<file path="config.mk">
export PLATFORM = sky130hd
export DESIGN_NAME = regfile_scoreboard_flat
export DESIGN_NICKNAME = d
export VERILOG_FILES = /design/src/rtl/regfile_scoreboard_pkg.sv /design/src/rtl/regfile_scoreboard_if.sv /design/src/rtl/rf_read_port.sv /design/src/rtl/regfile_scoreboard.sv /design/src/flat_wrapper.sv
export SDC_FILE = /design/constraint.sdc
export NUM_CORES = 1
export LEC_CHECK = 0
export BUFFER_PORTS_ARGS = -buffer_cell sky130_fd_sc_hd__buf_2
export CORE_MARGIN = 4
export CORE_UTILIZATION = 46
export DETAILED_ROUTE_END_ITERATION = 6
export GPL_TIMING_DRIVEN = 0
export PLACE_DENSITY = 0.68
export SYNTH_ARGS = -nofsm -noshare
export SYNTH_HDL_FRONTEND = slang
export SYNTH_SLANG_ARGS = --single-unit
</file>
<file path="constraint.sdc">
create_clock -name clk -period 1.6 [get_ports clk]
set_input_delay 0.32 -clock clk [delete_from_list [all_inputs] [get_ports clk]]
set_output_delay 0.32 -clock clk [all_outputs]
set_load 0.01 [all_outputs]
</file>
<file path="src/rtl/regfile_scoreboard_pkg.sv">
// Shared types and constants for the register file with pending scoreboard.
// Typedefs describe the default build; parametrised instances size their own vectors.
package rf_pkg;

    localparam int RF_DATA_W   = 8;
    localparam int RF_DEPTH    = 4;
    localparam int RF_ADDR_W   = $clog2(RF_DEPTH);
    localparam int RF_ZERO_IDX = 0;

    typedef logic [RF_ADDR_W-1:0] rf_addr_t;
    typedef logic [RF_DATA_W-1:0] rf_data_t;

endpackage

</file>
<file path="src/rtl/regfile_scoreboard_if.sv">
// Decode/writeback side signals of the register file, grouped as one bundle.
// master drives addresses and write/reserve requests; slave is the register file.
interface regfile_scoreboard_if #(
    parameter int DATA_W = 8,
    parameter int DEPTH  = 4
);

    localparam int ADDR_W = $clog2(DEPTH);

    logic [ADDR_W-1:0] read_reg1;
    logic [ADDR_W-1:0] read_reg2;
    logic              write;
    logic [ADDR_W-1:0] write_reg;
    logic [DATA_W-1:0] write_data;
    logic              reserve;
    logic [ADDR_W-1:0] reserve_reg;
    logic [DATA_W-1:0] read_data1;
    logic [DATA_W-1:0] read_data2;
    logic              read_pending1;
    logic              read_pending2;
    logic              any_pending;

    modport master (
        output read_reg1, read_reg2,
        output write, write_reg, write_data,
        output reserve, reserve_reg,
        input  read_data1, read_data2,
        input  read_pending1, read_pending2,
        input  any_pending
    );

    modport slave (
        input  read_reg1, read_reg2,
        input  write, write_reg, write_data,
        input  reserve, reserve_reg,
        output read_data1, read_data2,
        output read_pending1, read_pending2,
        output any_pending
    );

endinterface

</file>
<file path="src/rtl/rf_read_port.sv">
// One registered read port: range/zero checks, optional write bypass,
// and the data/pending output flops.
module rf_read_port
    import rf_pkg::*;
#(
    parameter int DATA_W   = 8,
    parameter int DEPTH    = 4,
    parameter int BYPASS   = 0,
    parameter int ZERO_REG = 0,
    localparam int ADDR_W  = $clog2(DEPTH)
) (
    input  logic              clk,
    input  logic              reset,
    input  logic [ADDR_W-1:0] addr,
    input  logic [DATA_W-1:0] regs [DEPTH],
    input  logic [DEPTH-1:0]  pending,
    input  logic              w_ok,
    input  logic [ADDR_W-1:0] write_reg,
    input  logic [DATA_W-1:0] write_data,
    input  logic              r_ok,
    input  logic [ADDR_W-1:0] reserve_reg,
    output logic [DATA_W-1:0] data,
    output logic              pend
);

    localparam logic [ADDR_W:0] LIMIT = (ADDR_W+1)'(DEPTH);

    logic              in_range;
    logic              is_zero;
    logic              hit;
    logic [DATA_W-1:0] data_nxt;
    logic              pend_nxt;

    assign in_range = {1'b0, addr} < LIMIT;
    assign is_zero  = (ZERO_REG != 0)
                   && (addr == ADDR_W'(RF_ZERO_IDX));
    assign hit      = (BYPASS != 0) && w_ok
                   && (write_reg == addr);

    // A bypassed read sees the post-edge pending bit:
    // cleared by the write unless re-reserved this cycle.
    always_comb begin
        data_nxt = '0;
        pend_nxt = 1'b0;
        if (in_range && !is_zero) begin
            if (hit) begin
                data_nxt = write_data;
                pend_nxt = r_ok && (reserve_reg == addr);
            end else begin
                data_nxt = regs[addr];
                pend_nxt = pending[addr];
            end
        end
    end

    always_ff @(posedge clk or posedge reset) begin
        if (reset) begin
            data <= '0;
            pend <= 1'b0;
        end else begin
            data <= data_nxt;
            pend <= pend_nxt;
        end
    end

endmodule

</file>
<file path="src/rtl/regfile_scoreboard.sv">
// Register file with per-register pending scoreboard for multi-cycle producers.
// Storage, write path and scoreboard live here; two rf_read_port instances.
module regfile_scoreboard
    import rf_pkg::*;
#(
    parameter int DATA_W   = 8,
    parameter int DEPTH    = 4,
    parameter int BYPASS   = 0,
    parameter int ZERO_REG = 0
) (
    input logic clk,
    input logic reset,
    regfile_scoreboard_if.slave bus
);

    localparam int ADDR_W = $clog2(DEPTH);
    localparam logic [ADDR_W:0] LIMIT = (ADDR_W+1)'(DEPTH);

    logic [DATA_W-1:0] regs [DEPTH];
    logic [DEPTH-1:0]  pending;
    logic [DEPTH-1:0]  pending_nxt;
    logic              w_ok;
    logic              r_ok;

    assign w_ok = bus.write
               && ({1'b0, bus.write_reg} < LIMIT)
               && !((ZERO_REG != 0)
                    && (bus.write_reg == ADDR_W'(RF_ZERO_IDX)));

    assign r_ok = bus.reserve
               && ({1'b0, bus.reserve_reg} < LIMIT)
               && !((ZERO_REG != 0)
                    && (bus.reserve_reg == ADDR_W'(RF_ZERO_IDX)));

    // Reserve is applied after write so a new producer wins.
    always_comb begin
        pending_nxt = pending;
        if (w_ok) pending_nxt[bus.write_reg] = 1'b0;
        if (r_ok) pending_nxt[bus.reserve_reg] = 1'b1;
    end

    always_ff @(posedge clk or posedge reset) begin
        if (reset) begin
            for (int i = 0; i < DEPTH; i++) regs[i] <= '0;
            pending <= '0;
        end else begin
            if (w_ok) regs[bus.write_reg] <= bus.write_data;
            pending <= pending_nxt;
        end
    end

    assign bus.any_pending = |pending;

    rf_read_port #(
        .DATA_W   (DATA_W),
        .DEPTH    (DEPTH),
        .BYPASS   (BYPASS),
        .ZERO_REG (ZERO_REG)
    ) u_rp1 (
        .clk         (clk),
        .reset       (reset),
        .addr        (bus.read_reg1),
        .regs        (regs),
        .pending     (pending),
        .w_ok        (w_ok),
        .write_reg   (bus.write_reg),
        .write_data  (bus.write_data),
        .r_ok        (r_ok),
        .reserve_reg (bus.reserve_reg),
        .data        (bus.read_data1),
        .pend        (bus.read_pending1)
    );

    rf_read_port #(
        .DATA_W   (DATA_W),
        .DEPTH    (DEPTH),
        .BYPASS   (BYPASS),
        .ZERO_REG (ZERO_REG)
    ) u_rp2 (
        .clk         (clk),
        .reset       (reset),
        .addr        (bus.read_reg2),
        .regs        (regs),
        .pending     (pending),
        .w_ok        (w_ok),
        .write_reg   (bus.write_reg),
        .write_data  (bus.write_data),
        .r_ok        (r_ok),
        .reserve_reg (bus.reserve_reg),
        .data        (bus.read_data2),
        .pend        (bus.read_pending2)
    );

endmodule
</file>
<file path="src/flat_wrapper.sv">
// flat-port wrapper written by rule: the top's interface ports become plain ports
module regfile_scoreboard_flat import rf_pkg::*;
#(
    parameter int DATA_W   = 8,
    parameter int DEPTH    = 4,
    parameter int BYPASS   = 0,
    parameter int ZERO_REG = 0
)
  (clk, reset, bus_read_reg1, bus_read_reg2, bus_write, bus_write_reg, bus_write_data, bus_reserve, bus_reserve_reg, bus_read_data1, bus_read_data2, bus_read_pending1, bus_read_pending2, bus_any_pending);
  regfile_scoreboard_if #(.DATA_W(DATA_W), .DEPTH(DEPTH)) bus_i ();
  input logic clk;
  input logic reset;
  input wire logic [$bits(bus_i.read_reg1)-1:0] bus_read_reg1;
  input wire logic [$bits(bus_i.read_reg2)-1:0] bus_read_reg2;
  input wire logic [$bits(bus_i.write)-1:0] bus_write;
  input wire logic [$bits(bus_i.write_reg)-1:0] bus_write_reg;
  input wire logic [$bits(bus_i.write_data)-1:0] bus_write_data;
  input wire logic [$bits(bus_i.reserve)-1:0] bus_reserve;
  input wire logic [$bits(bus_i.reserve_reg)-1:0] bus_reserve_reg;
  output wire logic [$bits(bus_i.read_data1)-1:0] bus_read_data1;
  output wire logic [$bits(bus_i.read_data2)-1:0] bus_read_data2;
  output wire logic [$bits(bus_i.read_pending1)-1:0] bus_read_pending1;
  output wire logic [$bits(bus_i.read_pending2)-1:0] bus_read_pending2;
  output wire logic [$bits(bus_i.any_pending)-1:0] bus_any_pending;
  assign bus_i.read_reg1 = bus_read_reg1;
  assign bus_i.read_reg2 = bus_read_reg2;
  assign bus_i.write = bus_write;
  assign bus_i.write_reg = bus_write_reg;
  assign bus_i.write_data = bus_write_data;
  assign bus_i.reserve = bus_reserve;
  assign bus_i.reserve_reg = bus_reserve_reg;
  assign bus_read_data1 = bus_i.read_data1;
  assign bus_read_data2 = bus_i.read_data2;
  assign bus_read_pending1 = bus_i.read_pending1;
  assign bus_read_pending2 = bus_i.read_pending2;
  assign bus_any_pending = bus_i.any_pending;
  regfile_scoreboard #(.DATA_W(DATA_W), .DEPTH(DEPTH), .BYPASS(BYPASS), .ZERO_REG(ZERO_REG)) u_core (.clk(clk), .reset(reset), .bus(bus_i));
endmodule
</file>
==> results of run 1 <==
## kinds of logic after synthesis
logic type,after synthesis,share of synthesized area [%]
AO/OA/AOI/OAI,4,1.56
buffers and inverters,7,1.39
flip-flops,54,60.1
multiplexers,50,34.1
AND/OR/NAND/NOR,6,2.89
## timing repair
action                     CTS  global route
buffers inserted             1             2
setup endpoints to repair    1             1
resized for setup            0             2
## path summary, 6_finish.rpt
path,startpoint,end,slack [ps],cells after the start
max in group asynchronous,reset,u_core.u_rp2.data[1],710,2
hold / removal,bus_reserve_reg[1],u_core.pending[0],220,2
setup reg to reg,u_core.pending[1],u_core.u_rp1.pend,360,3
min in group asynchronous,reset,u_core.u_rp1.data[3],280,2
hold reg to reg,u_core.regs[12],u_core.regs[12],530,1
setup / recovery,u_core.pending[1],bus_any_pending,-110,2
## per-stage QoR
| step | instances | worst slack, ps |
|---|---|---|
| 6_report | 232 | -106 |
| 5_1_grt | 232 | -145 |
| 4_1_cts | 230 | -122 |
| 3_5_place_dp | 222 | 20.9 |
| 3_3_place_gp | 222 | 53.7 |
| 2_1_floorplan | 121 | 340 |
## layout make-up
class / instances / area (sq um)
inverter: 3 / 15.0
sequential: 54 / 1350
clock buffer: 6 / 82.6
tap: 67 / 83.8
timing repair buffer: 37 / 199
clock inverter: 1 / 30.0
multi-input combinational: 60 / 870
buffer: 4 / 20.0
fill: 388 / 2070
## power by group through the flow
stage	registers (W)	clock network (W)	logic (W)
floorplan	0.00183	0	0.000387
global placement	0.00178	0	0.000628
detailed placement	0.00181	0	0.000648
CTS	0.00178	0.000934	0.000656
global route	0.00182	0.000985	0.000710
finish	0.00178	0.000904	0.000660
## cell usage after synthesis
| library cell | n | area (sq um) |
|---|---|---|
| o22ai_1 | 1 | 6.26 |
| nand3_2 | 1 | 10.0 |
| mux4_2 | 18 | 405 |
| mux2_2 | 32 | 360 |
| a32o_1 | 2 | 20.0 |
| or4_1 | 1 | 7.51 |
| buf_2 | 4 | 20.0 |
| nand3b_2 | 2 | 22.5 |
| nor3b_4 | 1 | 18.8 |
| nand2b_1 | 1 | 6.26 |
| inv_1 | 3 | 11.3 |
| dfrtp_1 | 54 | 1350 |
| o2bb2ai_1 | 1 | 8.76 |
## layer usage
layer	up-vias	track usage [%]
met4	0	4.72
met3	4	4.52
met2	27	28.6
met1	628	16.0
li1	555	-
met5	-	0
## sequential cells by signal (all words and copies together), names as in the netlist
register / cells
u_core.u_rp2.pend: 1
u_core.u_rp1.pend: 1
u_core.u_rp2.data: 8
u_core.u_rp1.data: 8
u_core.regs: 32
u_core.pending: 4
==> out/qor.csv, run 1 <==
stage,metric,value,unit
sta,fin_crit_sh,107,%
cts,cts_hold_buf,0,
detailed_routing,wl_met2,2360,um
synth,synth-seq-area-share,60.1,%
critical_path,crit_required,1280,ps
detailed_routing,wl_per_cell,18.2,um
pwr,clockPowerShare,27.0,%
finish,stdcell_area,0.00265,sq mm
floorplan,dieHeight,77.9,um
finish,fin_nets,185,
place,routabilityCongestion,0.649,
synth,syn-instance-count,121,
finish,layout_commonest_cell,dfrtp_1,
floorplan,initial_core_util,47.6,%
cts,insertion_delay,300,ps
detailed_routing,drc,0,
place,dp.final_hpwl,2800,um
sta,fin_crit,1710,ps
critical_path,crit_type,reg2out,
finish,utilization,56.1,%
sta,timing.hold.ws,224,ps
synth,synth_warnings,0,
sta,max_slew.worst_pin.slew,1150,ps
sta,slew_headroom,23.4,%
synth,yosysUniqueCellTypes,13,
detailed_routing,drt_iter0_markers,65,
sta,fin_ws,-106,ps
detailed_routing,wl_met3,182,um
finish,area_delta_synth_final,17.9,%
pwr,p_total,0.00335,W
pwr,leakagePower,1.16,nW
global_routing,grt_pass1_wl,6820,um
global_routing,grt_max_degree,55,
critical_path,cp_max_fo,2,
sta,setup_tns,-106,ps
global_routing,grt_pass1_vias,1385,
floorplan,coreArea,0.00472,sq mm
cts,cts_tree,done,
synth,avgSynthCellArea,18.6,sq um
cts,clock_sinks,54,
critical_path,cp_top_family,simple AND/OR/NAND/NOR gates,
global_routing,overflow,0,
finish,drive_above_1_share,63.0,%
place,io_buffers,34,
cts,cts-root-buf,clkbuf_8,
critical_path,crit_path_end_kind,output pin,
pwr,p_seq_share,53.3,%
flow_run,cap_violations,0,
pwr,p_sw,0.000810,W
finish,layout_common_cells,"dfrtp_1, buf_2, mux2_2",
critical_path,path_buf_inv,1,
run_status,failed_checks,negative setup slack,
sta,setup_violations,1,
global_routing,grtUsageTotal,15.2,%
detailed_routing,wl_met1,1640,um
finish,antenna_cells,0,
detailed_routing,topRoutingLayerUsed,met4,
sta,slew_violations,0,
floorplan,io_pins,39,
sta,rsz0062_at_grt,true,
cts,cts_max_level,2,
pwr,p_int,0.00254,W
critical_path,crit_slowest_cell,or4_4,
critical_path,crit_chain,or4_4 -> buf_6,
global_routing,antenna_found_initial,0,
detailed_routing,vias_per_cell,5.23,
detailed_routing,ant_nets,0,
cts,clkTransAtPathRegs,90,ps
run_status,status,"finished, violations left",
cts,clk_path_buf_depth,2,
sta,fmaxAchievable,586,MHz
floorplan,die-area,0.00607,sq mm
pwr,vdd_drop_max,0.000690,V
pwr,power_frac_comb,19.7,%
synth,syn_area,0.00225,sq mm
min_path,hp-class,in2reg,
critical_path,critPathLaunchType,register,
detailed_routing,totalWireLength,4220,um
cts,numCtsBuffers,5,
sta,finalClockSkew,5.43,ps
detailed_routing,vias,1214,
floorplan,dieWidth,77.9,um
pwr,cellPowerDensity,1260,mW/mm^2
floorplan,row_count,25,
synth,synth_fp_nets,141,
critical_path,arrival,1390,ps
critical_path,cpPeakStageDelay,550,ps
pwr,p_sw_share,24.2,%
synth,yosys_register_bits,54,
place,placed_area,0.00251,sq mm
sta,hold_viol_final,0,
detailed_routing,firstDrtPassIters,4,
No activity file was read; power rests on OpenSTA's default activity.
==> inputs of run 2 (changes only) <==
--- a/config.mk
+++ b/config.mk
@@ -6,11 +6,13 @@
 export NUM_CORES = 1
 export LEC_CHECK = 0
 export BUFFER_PORTS_ARGS = -buffer_cell sky130_fd_sc_hd__buf_2
+export CELL_PAD_IN_SITES_DETAIL_PLACEMENT = 2
+export CELL_PAD_IN_SITES_GLOBAL_PLACEMENT = 2
 export CORE_MARGIN = 4
-export CORE_UTILIZATION = 46
+export CORE_UTILIZATION = 36
 export DETAILED_ROUTE_END_ITERATION = 6
 export GPL_TIMING_DRIVEN = 0
-export PLACE_DENSITY = 0.68
+export PLACE_DENSITY = 0.72
 export SYNTH_ARGS = -nofsm -noshare
 export SYNTH_HDL_FRONTEND = slang
 export SYNTH_SLANG_ARGS = --single-unit
==> run 2 against run 1 <==
Against the previous run:
- the flow still finishes with violations (negative setup slack)
- design area about the same
- combinational power increased by 2%
- power increased by 1.2%
- routed wire length increased by 20%
- clock power increased by 2%
- non-clock buffer count decreased by 1
- sequential share of layout area about the same
- worst hold slack improved by 56 ps
- final cell count increased by 3.0%
- global-route usage increased by 0.13 points
- die area increased by 25%
- largest cell class unchanged
==> out/qor.csv, run 2 (synthesis gave the netlist of run 1 again) <==
stage,metric,value,unit
cts,insertion_delay,310,ps
detailed_routing,drt_iter0_markers,28,
pwr,leakagePower,1.15,nW
critical_path,critPathLaunchType,register,
place,routabilityCongestion,0.811,
cts,clock_sinks,54,
sta,fmaxAchievable,592,MHz
cts,cts_tree,done,
global_routing,antenna_found_initial,0,
floorplan,dieWidth,87.0,um
critical_path,arrival,1370,ps
place,io_buffers,34,
place,place_inst,230,
run_status,status,"finished, violations left",
critical_path,crit_slowest_cell,or4_4,
pwr,vdd_drop_max,0.000500,V
sta,fin_crit,1690,ps
critical_path,crit_type,reg2out,
detailed_routing,wl_per_cell,21.2,um
sta,fin_crit_sh,106,%
floorplan,die-area,0.00757,sq mm
floorplan,dieHeight,87.0,um
floorplan,row_count,28,
detailed_routing,totalWireLength,5060,um
critical_path,cp_top_family,simple AND/OR/NAND/NOR gates,
floorplan,coreArea,0.00599,sq mm
detailed_routing,vias,1266,
detailed_routing,drc,0,
global_routing,grt_pass1_vias,1567,
cts,clkTransAtPathRegs,90,ps
global_routing,grt_pass1_wl,8520,um
detailed_routing,firstDrtPassIters,3,
detailed_routing,ant_nets,0,
sta,rsz0062_at_grt,true,
detailed_routing,vias_per_cell,5.30,
finish,fin_nets,184,
critical_path,crit_chain,or4_4 -> buf_6,
global_routing,grt_max_degree,55,
finish,largest_reg_flops,32,
cts,cts_max_level,2,
finish,utilization,44.3,%
finish,layoutNonFillerInstCount,239,
min_path,hp-class,in2async,
finish,layout_common_cells,"dfrtp_1, buf_2, mux2_2",
finish,nFillCells,581,
critical_path,cp.depth,2,
sta,slew_headroom,24.0,%
cts,cts-root-buf,clkbuf_8,
sta,setup_tns,-90.0,ps
critical_path,reg2reg_depth,2,
critical_path,crit_required,1280,ps
flow_run,cap_violations,0,
critical_path,cpPeakStageDelay,540,ps
finish,layout_commonest_cell,dfrtp_1,
finish,drive_above_1_share,62.8,%
critical_path,path_buf_inv,1,
global_routing,overflow,0,
cts,clk_path_buf_depth,2,
sta,slew_violations,0,
cts,numCtsBuffers,5,
global_routing,grtUsageTotal,15.3,%
sta,hold_viol_final,0,
sta,max_slew.worst_pin.slew,1140,ps
sta,setup_violations,1,
floorplan,io_pins,39,
finish,area_delta_synth_final,18.0,%
finish,regMostFlops,u_core.regs,
sta,finalClockSkew,6.30,ps
finish,reg.largest.list,"u_core.regs (32), u_core.u_rp1.data (8), u_core.u_rp2.data (8)",
pwr,p_total,0.00339,W
finish,antenna_cells,0,
critical_path,cp_max_fo,2,
critical_path,crit_path_end_kind,output pin,
pwr,cellPowerDensity,1280,mW/mm^2
cts,cts_hold_buf,0,
run_status,failed_checks,negative setup slack,
floorplan,initial_core_util,37.5,%
place,dp.final_hpwl,3500,um
sta,fin_ws,-90.0,ps
[run 2: cell types whose count changed in the layout (fill, tap and decap cells not counted), sizes merged]
cell  change
buf       -1
[run 2: power by group]
part           switching, W  internal (W)
clock network      0.000419      0.000501
logic              0.000280      0.000396
registers          0.000156       0.00164
[run 2: stage by stage]
step | hold slack, ps | cell area, sq um | setup WS, ps
2_1_floorplan | 388 | 2250 | 340
3_3_place_gp | 499 | 2520 | 37.3
3_5_place_dp | 523 | 2520 | -22.9
4_1_cts | 255 | 2640 | -112
5_1_grt | 258 | 2650 | -161
6_report | 280 | 2650 | -90.0
[run 2: worst paths after layout]
check / startpoint / endpoint / slack [ps]
max: u_core.pending[0] / bus_any_pending / -90
min: reset / u_core.u_rp2.data[2] / 280
max reg2reg: u_core.pending[1] / u_core.u_rp2.pend / 480
min reg2reg: u_core.regs[14] / u_core.regs[14] / 540
max in group asynchronous: reset / u_core.regs[23] / 730
min in group clk: bus_reserve_reg[1] / u_core.pending[0] / 280
[run 2: worst reg2reg max path, stage by stage (launching register included)]
cell and delay [ps]:
dfrtp_1 400, buf_4 140, mux4_2 450
[run 2: layout make-up]
| class | count | area, sq um | share of cell area [%] |
|---|---|---|---|
| multi-input combinational | 60 | 870 | 32.8 |
| buffer | 4 | 20.0 | 0.754 |
| clock inverter | 1 | 30.0 | 1.13 |
| tap | 75 | 93.8 | 3.54 |
| sequential | 54 | 1350 | 50.9 |
| clock buffer | 6 | 82.6 | 3.11 |
| timing repair buffer | 36 | 191 | 7.21 |
| inverter | 3 | 15.0 | 0.566 |
[run 2: repair_timing]
item / CTS / global route
resized for setup: 0 / 2
setup endpoints to repair: 1 / 1
pin swaps: 1 / 0
buffers inserted: 2 / 0
[run 2: routing by layer]
metal  global-route usage, %  share of wire (%)
met2                    24.7                 50
met1                    20.7                 43
met4                    3.68                1.0
met3                    3.88                5.3
met5                       0                  0
